<file path="src/rtl/sap_ctrl_seq_pkg.sv">
`default_nettype none
// ============================================================================
//  Module   : sap_ctrl_seq_pkg
//  Brief    : Shared constants for the SAP-1 controller-sequencer: opcode
//             encodings, T-state indices and bus widths.
//  Revision : 1.0  initial release
// ============================================================================
package sap_ctrl_seq_pkg;

  localparam int OPW   = 4;
  localparam int NUM_T = 6;

  localparam logic [OPW-1:0] OP_LDA = 4'b0000;
  localparam logic [OPW-1:0] OP_ADD = 4'b0001;
  localparam logic [OPW-1:0] OP_SUB = 4'b0010;
  localparam logic [OPW-1:0] OP_OUT = 4'b1110;
  localparam logic [OPW-1:0] OP_HLT = 4'b1111;

  // Bit positions of each T-state in the one-hot ring (bit0 = T1)
  localparam int T1_IDX = 0;
  localparam int T2_IDX = 1;
  localparam int T3_IDX = 2;
  localparam int T4_IDX = 3;
  localparam int T5_IDX = 4;
  localparam int T6_IDX = 5;

endpackage
`default_nettype wire

</file>
<file path="src/rtl/sap_ctrl_seq_if.sv">
`default_nettype none
// ============================================================================
//  Module   : sap_ctrl_seq_if
//  Brief    : Control interface between the sequencer (master) and the
//             register/ALU datapath (slave).
//  Revision : 1.0  initial release
// ============================================================================
interface sap_ctrl_seq_if
  import sap_ctrl_seq_pkg::*;
#(
  parameter int OPW_P   = OPW,
  parameter int NUM_T_P = NUM_T
);
  logic               step;
  logic [OPW_P-1:0]   opcode;
  logic [NUM_T_P-1:0] t_state;
  logic               halted;
  logic               pc_inc;
  logic               pc_en;
  logic               mar_latch;
  logic               ram_en;
  logic               ir_latch;
  logic               ir_en;
  logic               a_latch;
  logic               a_enable;
  logic               b_latch;
  logic               alu_enable;
  logic               alu_sub;
  logic               out_latch;

  modport master (
    input  step, opcode,
    output t_state, halted, pc_inc, pc_en, mar_latch, ram_en, ir_latch, ir_en,
           a_latch, a_enable, b_latch, alu_enable, alu_sub, out_latch
  );

  modport slave (
    output step, opcode,
    input  t_state, halted, pc_inc, pc_en, mar_latch, ram_en, ir_latch, ir_en,
           a_latch, a_enable, b_latch, alu_enable, alu_sub, out_latch
  );
endinterface
`default_nettype wire

</file>
<file path="src/rtl/sap_ctrl_seq_ring_counter.sv">
`default_nettype none
// ============================================================================
//  Module   : sap_ctrl_seq_ring_counter
//  Brief    : One-hot T-state ring. Rotates on adv_i, jumps to T1 on
//             load_t1_i (load wins), async active-low reset to T1.
//  Revision : 1.0  initial release
// ============================================================================
module sap_ctrl_seq_ring_counter #(
  parameter int NUM_T = 6
) (
  input  wire logic             clk,
  input  wire logic             rst_n,
  input  wire logic             adv_i,
  input  wire logic             load_t1_i,
  output logic      [NUM_T-1:0] t_state_o
);

  localparam logic [NUM_T-1:0] T1_ONEHOT = {{(NUM_T-1){1'b0}}, 1'b1};

  logic [NUM_T-1:0] ring_q;
  logic [NUM_T-1:0] ring_d;

  // Next ring value: short-cycle back to T1, else rotate left by one
  always_comb begin
    ring_d = ring_q;
    if (load_t1_i) begin
      ring_d = T1_ONEHOT;
    end else if (adv_i) begin
      ring_d = {ring_q[NUM_T-2:0], ring_q[NUM_T-1]};
    end
  end

  // Ring register with asynchronous return to T1
  always_ff @(posedge clk or negedge rst_n) begin
    if (!rst_n) begin
      ring_q <= T1_ONEHOT;
    end else begin
      ring_q <= ring_d;
    end
  end

  assign t_state_o = ring_q;

endmodule
`default_nettype wire

</file>
<file path="src/rtl/sap_ctrl_seq.sv">
`default_nettype none
// ============================================================================
//  Module   : sap_ctrl_seq
//  Brief    : SAP-1 controller-sequencer. Steps the T1..T6 ring on each step
//             pulse, decodes the IR opcode and drives the datapath strobes.
//             HLT in T4 freezes the sequencer until rst_n.
//  Config   : SAP_CTRL_SKIP_NOP_EN - when defined, an instruction whose
//             remaining T-states are all idle returns to T1 early.
//  Revision : 1.0  initial release
// ============================================================================
module sap_ctrl_seq
  import sap_ctrl_seq_pkg::*;
(
  input  wire logic       clk,
  input  wire logic       rst_n,
  sap_ctrl_seq_if.master  ctl
);

  logic [NUM_T-1:0] t_state_w;
  logic             halted_q;
  logic             halted_d;
  logic             is_lda, is_add, is_sub, is_out, is_hlt;
  logic             run_w;
  logic             halt_now_w;
  logic             adv_w;
  logic             skip_w;

  assign is_lda = (ctl.opcode == OP_LDA);
  assign is_add = (ctl.opcode == OP_ADD);
  assign is_sub = (ctl.opcode == OP_SUB);
  assign is_out = (ctl.opcode == OP_OUT);
  assign is_hlt = (ctl.opcode == OP_HLT);

  // A step while halted is ignored; HLT in T4 consumes the step to freeze
  assign run_w      = ctl.step & ~halted_q;
  assign halt_now_w = run_w & t_state_w[T4_IDX] & is_hlt;
  assign adv_w      = run_w & ~halt_now_w;

`ifdef SAP_CTRL_SKIP_NOP_EN
  // Tail of the instruction is idle: T4 of OUT/NOP, T5 of anything but ADD/SUB
  assign skip_w = adv_w & ((t_state_w[T4_IDX] & ~is_lda & ~is_add & ~is_sub & ~is_hlt) |
                           (t_state_w[T5_IDX] & ~is_add & ~is_sub));
`else
  assign skip_w = 1'b0;
`endif

  sap_ctrl_seq_ring_counter #(
    .NUM_T (NUM_T)
  ) u_ring (
    .clk       (clk),
    .rst_n     (rst_n),
    .adv_i     (adv_w),
    .load_t1_i (skip_w),
    .t_state_o (t_state_w)
  );

  // Halt flag is sticky; only rst_n clears it
  always_comb begin
    halted_d = halted_q | halt_now_w;
  end

  // Halt register
  always_ff @(posedge clk or negedge rst_n) begin
    if (!rst_n) begin
      halted_q <= 1'b0;
    end else begin
      halted_q <= halted_d;
    end
  end

  // Control-word decode from T-state and opcode; all strobes idle when halted
  always_comb begin
    ctl.pc_inc     = 1'b0;
    ctl.pc_en      = 1'b0;
    ctl.mar_latch  = 1'b0;
    ctl.ram_en     = 1'b0;
    ctl.ir_latch   = 1'b0;
    ctl.ir_en      = 1'b0;
    ctl.a_latch    = 1'b0;
    ctl.a_enable   = 1'b0;
    ctl.b_latch    = 1'b0;
    ctl.alu_enable = 1'b0;
    ctl.alu_sub    = 1'b0;
    ctl.out_latch  = 1'b0;
    if (!halted_q) begin
      if (t_state_w[T1_IDX]) begin
        ctl.pc_en     = 1'b1;
        ctl.mar_latch = 1'b1;
      end
      if (t_state_w[T2_IDX]) begin
        ctl.pc_inc = 1'b1;
      end
      if (t_state_w[T3_IDX]) begin
        ctl.ram_en   = 1'b1;
        ctl.ir_latch = 1'b1;
      end
      if (t_state_w[T4_IDX]) begin
        if (is_lda | is_add | is_sub) begin
          ctl.ir_en     = 1'b1;
          ctl.mar_latch = 1'b1;
        end
        if (is_out) begin
          ctl.a_enable  = 1'b1;
          ctl.out_latch = 1'b1;
        end
      end
      if (t_state_w[T5_IDX]) begin
        if (is_lda | is_add | is_sub) begin
          ctl.ram_en = 1'b1;
        end
        ctl.a_latch = is_lda;
        ctl.b_latch = is_add | is_sub;
      end
      if (t_state_w[T6_IDX]) begin
        if (is_add | is_sub) begin
          ctl.alu_enable = 1'b1;
          ctl.a_latch    = 1'b1;
        end
        ctl.alu_sub = is_sub;
      end
    end
  end

  assign ctl.t_state = t_state_w;
  assign ctl.halted  = halted_q;

endmodule
`default_nettype wire

</file>
<file path="src/flat_wrapper.sv">
// flat-port wrapper written by rule: the top's interface ports become plain ports
module sap_ctrl_seq_flat import sap_ctrl_seq_pkg::*;
  (clk, rst_n, ctl_step, ctl_opcode, ctl_t_state, ctl_halted, ctl_pc_inc, ctl_pc_en, ctl_mar_latch, ctl_ram_en, ctl_ir_latch, ctl_ir_en, ctl_a_latch, ctl_a_enable, ctl_b_latch, ctl_alu_enable, ctl_alu_sub, ctl_out_latch);
  sap_ctrl_seq_if ctl_i ();
  input  wire logic clk;
  input  wire logic rst_n;
  input wire logic [$bits(ctl_i.step)-1:0] ctl_step;
  input wire logic [$bits(ctl_i.opcode)-1:0] ctl_opcode;
  output wire logic [$bits(ctl_i.t_state)-1:0] ctl_t_state;
  output wire logic [$bits(ctl_i.halted)-1:0] ctl_halted;
  output wire logic [$bits(ctl_i.pc_inc)-1:0] ctl_pc_inc;
  output wire logic [$bits(ctl_i.pc_en)-1:0] ctl_pc_en;
  output wire logic [$bits(ctl_i.mar_latch)-1:0] ctl_mar_latch;
  output wire logic [$bits(ctl_i.ram_en)-1:0] ctl_ram_en;
  output wire logic [$bits(ctl_i.ir_latch)-1:0] ctl_ir_latch;
  output wire logic [$bits(ctl_i.ir_en)-1:0] ctl_ir_en;
  output wire logic [$bits(ctl_i.a_latch)-1:0] ctl_a_latch;
  output wire logic [$bits(ctl_i.a_enable)-1:0] ctl_a_enable;
  output wire logic [$bits(ctl_i.b_latch)-1:0] ctl_b_latch;
  output wire logic [$bits(ctl_i.alu_enable)-1:0] ctl_alu_enable;
  output wire logic [$bits(ctl_i.alu_sub)-1:0] ctl_alu_sub;
  output wire logic [$bits(ctl_i.out_latch)-1:0] ctl_out_latch;
  assign ctl_i.step = ctl_step;
  assign ctl_i.opcode = ctl_opcode;
  assign ctl_t_state = ctl_i.t_state;
  assign ctl_halted = ctl_i.halted;
  assign ctl_pc_inc = ctl_i.pc_inc;
  assign ctl_pc_en = ctl_i.pc_en;
  assign ctl_mar_latch = ctl_i.mar_latch;
  assign ctl_ram_en = ctl_i.ram_en;
  assign ctl_ir_latch = ctl_i.ir_latch;
  assign ctl_ir_en = ctl_i.ir_en;
  assign ctl_a_latch = ctl_i.a_latch;
  assign ctl_a_enable = ctl_i.a_enable;
  assign ctl_b_latch = ctl_i.b_latch;
  assign ctl_alu_enable = ctl_i.alu_enable;
  assign ctl_alu_sub = ctl_i.alu_sub;
  assign ctl_out_latch = ctl_i.out_latch;
  sap_ctrl_seq u_core (.clk(clk), .rst_n(rst_n), .ctl(ctl_i));
endmodule
</file>
<file path="config.mk">
export PLATFORM = sky130hd
export DESIGN_NAME = sap_ctrl_seq_flat
export DESIGN_NICKNAME = d
export VERILOG_FILES = /design/src/rtl/sap_ctrl_seq_pkg.sv /design/src/rtl/sap_ctrl_seq_if.sv /design/src/rtl/sap_ctrl_seq_ring_counter.sv /design/src/rtl/sap_ctrl_seq.sv /design/src/flat_wrapper.sv
export SDC_FILE = /design/constraint.sdc
export NUM_CORES = 1
export LEC_CHECK = 0
export CAP_MARGIN = 5
export CORE_AREA = 3 3 40 42
export CTS_BUF_LIST = sky130_fd_sc_hd__clkbuf_2
export CTS_CLUSTER_DIAMETER = 150
export CTS_CLUSTER_SIZE = 8
export DETAILED_ROUTE_END_ITERATION = 8
export DIE_AREA = 0 0 43 45
export PLACE_DENSITY = 0.81
export SLEW_MARGIN = 10
export SYNTH_ARGS = -nofsm -noshare
export SYNTH_HDL_FRONTEND = slang
export SYNTH_HIERARCHICAL = 1
export SYNTH_SLANG_ARGS = --single-unit
</file>
<file path="constraint.sdc">
create_clock -name clk -period 1.6 [get_ports clk]
set_input_delay 0.48 -clock clk [delete_from_list [all_inputs] [get_ports clk]]
set_output_delay 0.48 -clock clk [all_outputs]
set_load 0.02 [all_outputs]
</file>
==> results.sh <==
export IMPL_outcome="complete, but fails checks"
export IMPL_failed_checks="setup timing"
export IMPL_die_width_um=43
export IMPL_final_critical_path_setup_slack_ps=-163
export IMPL_placement_io_buffers=25
export IMPL_number_of_clock_buffers_inserted_by_tritoncts=3
export IMPL_synth_most_common_cell="nor2_1"
export IMPL_chipHeight_um=45
export IMPL_synth_edff_count=0
export IMPL_yosysUniqueCellTypes=27
export IMPL_drc=0
export IMPL_crit_top_cell="buf_6"
export IMPL_yosys_warnings=6
export IMPL_met2_length_um=782
export IMPL_power_density_cell_area_nw_per_um2=525
export IMPL_finalCritPeriodShare_pct=110
export IMPL_syn_avg_cell_area_um2=9.90
export IMPL_fp_coreArea_um2=1280
export IMPL_finalNonFillerCells=107
export IMPL_met3RoutedLength_um=76
export IMPL_clk_latency_ps=230
export IMPL_timing_max_cap_violations=0
export IMPL_synth_area_um2=445
export IMPL_numClockSinks=7
export IMPL_dr_first_iter_drc_count=3
export IMPL_min_period_ps=1760
export IMPL_report_final_setup_viol=11
export IMPL_drtPass1Iterations=3
export IMPL_achievable_frequency_ghz=0.567
export IMPL_track_usage_pct=16.1
export IMPL_clock_tree_from_tritoncts="built"
export IMPL_detailroute_via_count=511
export IMPL_crit_required_ps=1120
export IMPL_synthesis_instances=45
export IMPL_ys_top_cells_by_area="dfrtp_1 34%, mux2i_1 13%, dfstp_2 5.9%"
export IMPL_synth_ff_latch_count=7
export IMPL_post_synth_most_frequent_cells="7 x nor2_1, 6 x dfrtp_1, 6 x mux2i_1"
export IMPL_yosys_most_used_dff="dfrtp_1"
export IMPL_synth_mux_area_share_pct=13.5
export IMPL_ctsHtreeMaxLevel=1
export IMPL_cp_max_stage_delay_ps=450
export IMPL_arrival_ps=1280
export IMPL_hold_class="input pin to async pin"
export IMPL_fin_worst_skew_ps=3.35
export IMPL_synth_fa_ha_area_share_pct=0
export IMPL_detail_route_vias_per_cell=4.78
export IMPL_area_growth_pct=98.9
export IMPL_finish_utilization_pct=68.9
export IMPL_synth_xor_xnor_area_share_pct=1.97
export IMPL_grt_antenna_before_repair=0
export IMPL_synthDominantCellAreaShare_pct=33.7
export IMPL_route_top_layer_used="met4"
export IMPL_boundaryPins=26
export IMPL_power_leakage_uw=0.000467
export IMPL_timing_critical_path_fanout_max=5
export IMPL_critical_path_slowest_cell="dfrtp_2"
export IMPL_combinational_family_with_the_most_area_after_synthesis="simple AND/OR/NAND/NOR gates"
export IMPL_gr_total_overflow=0
export IMPL_ys_async_sr_fraction_pct=100
export IMPL_drt_antenna_violating_nets=0
export IMPL_number_of_global_route_vias_before_repair=523
export IMPL_timing_hold_violations_final=0
export IMPL_grt_first_pass_wirelength_um=2300
export IMPL_insertedDiodeCount=0
export IMPL_wire_per_inst_um=13.3
export IMPL_cts_root_buf="clkbuf_2"
export IMPL_routabilityCongestion=0.767
export IMPL_area_fraction_in_compound_gates_after_synthesis_pct=7.30
export IMPL_final_max_slew_violation_count=0
export IMPL_timing_critical_path_cells="nor3_4 -> buf_6 -> a31o_2 -> buf_6"
export IMPL_grt_start_max_net_pins=8
export IMPL_drive_above_1_share_pct=60.9
export IMPL_yosysSeqAreaShare_pct=39.6
export IMPL_clock_path_buffers=2
export IMPL_cp_end_kind="output port"
export IMPL_initial_utilization_pct=34.7
export IMPL_die_area_um2=1940
export IMPL_dpl_wire_length_um=1060
export IMPL_synthSimpleGateAreaFrac_pct=31.7
export IMPL_core_rowCount=13
export IMPL_cts_clock_pin_slew_for_the_worst_setup_and_hold_paths_ps=80
export IMPL_detail_route_wirelength_met1_um=532
export IMPL_fin_nets=100
export IMPL_synth_top_area_cell="dfrtp_1"
export IMPL_totalWireLength_um=1420
export IMPL_dp_cells=101
export IMPL_rsz0062_at_grt="yes"
export IMPL_finalHoldWorstSlack_ps=510
export IMPL_setup_worst_path_class="register to output port"
export IMPL_vdd_ir_drop_worst_mv=0.416
export IMPL_setup_worst_path_start_class="register"
[metrics by stage]
stage	power (uW)	cell area, um2	setup slack [ps]	TNS (ps)
CTS	469	876	-229	-1780
finish	465	886	-163	-1280
global route	488	886	-249	-1940
floorplan	257	485	-32.1	-32.1
global placement	329	833	-944	-11070
detailed placement	332	833	-984	-11820
[cell families after synthesis]
kind of cell,Yosys count
other,1
muxes,6
and+or+nand+nor,23
AOI/OAI and AO/OA,4
buffers and inverters,3
xor gates and xnor gates,1
DFF,7
[critical path, delay by kind of cell (launching register included)]
family / cells / cell delay (ps)
AO/OA/AOI/OAI: 1 / 170
buffers and inverters: 2 / 260
AND/OR/NAND/NOR: 1 / 160
flip-flops: 1 / 450
[layout by cell type, fill, tap and decap left out, types with 2 or more instances in the layout]
master and count:
and3_4 2, dfrtp_1 5, buf_6 13, clkdlybuf4s15_1 2, nor3_4 2, mux2i_1 6, buf_2 5, nor2_1 6
conb_1 6, buf_4 13, dlygate4sd2_1 2, clkbuf_2 5, clkdlybuf4s50_1 2
[cell type report]
type | instances | area, um2
multi-input combinational | 40 | 308
inverter | 1 | 3.75
clock buffer | 4 | 20.0
fill | 112 | 399
timing repair buffer | 40 | 358
sequential | 7 | 178
tap | 15 | 18.8
[routing by layer]
| layer | vias up | track usage [%] |
|---|---|---|
| met5 | - | 0 |
| met4 | 0 | 9.04 |
| met3 | 4 | 1.99 |
| met2 | 16 | 28.7 |
| met1 | 250 | 18.7 |
| li1 | 241 | - |
[timing repair]
| action | in CTS | in global routing |
|---|---|---|
| setup endpoints to repair | 25 | 15 |
| gates resized for setup | 102 | 11 |
| buffers inserted | 2 | 1 |
| pin swaps | 5 | 4 |
| hold buffers | 0 | 0 |
[state kept, by name, indices dropped and copies added, names as in the netlist]
register,count
u_core/ctl.halted,1
u_core/u_ring/t_state_o,6
[where the power goes]
group,switching (uW),leakage (uW),internal [uW]
clock network,65.8,0.0000166,66.5
registers,5.89,0.0000912,185
logic,67.1,0.000359,75.0
[worst paths after layout]
check,slack (ps),from,to,depth (start not counted)
min in group clk,640,u_core/u_ring/t_state_o[1],u_core/u_ring/t_state_o[1],3
worst min register to register,640,u_core/u_ring/t_state_o[1],u_core/u_ring/t_state_o[1],3
worst max-delay path,-160,u_core/ctl.halted,ctl_ram_en,4
max in group asynchronous,790,rst_n,u_core/u_ring/t_state_o[0],1
worst max register to register,100,u_core/ctl.halted,u_core/u_ring/t_state_o[0],6
worst min-delay path,510,rst_n,u_core/u_ring/t_state_o[2],1
Power figures use the tool's default switching activity.
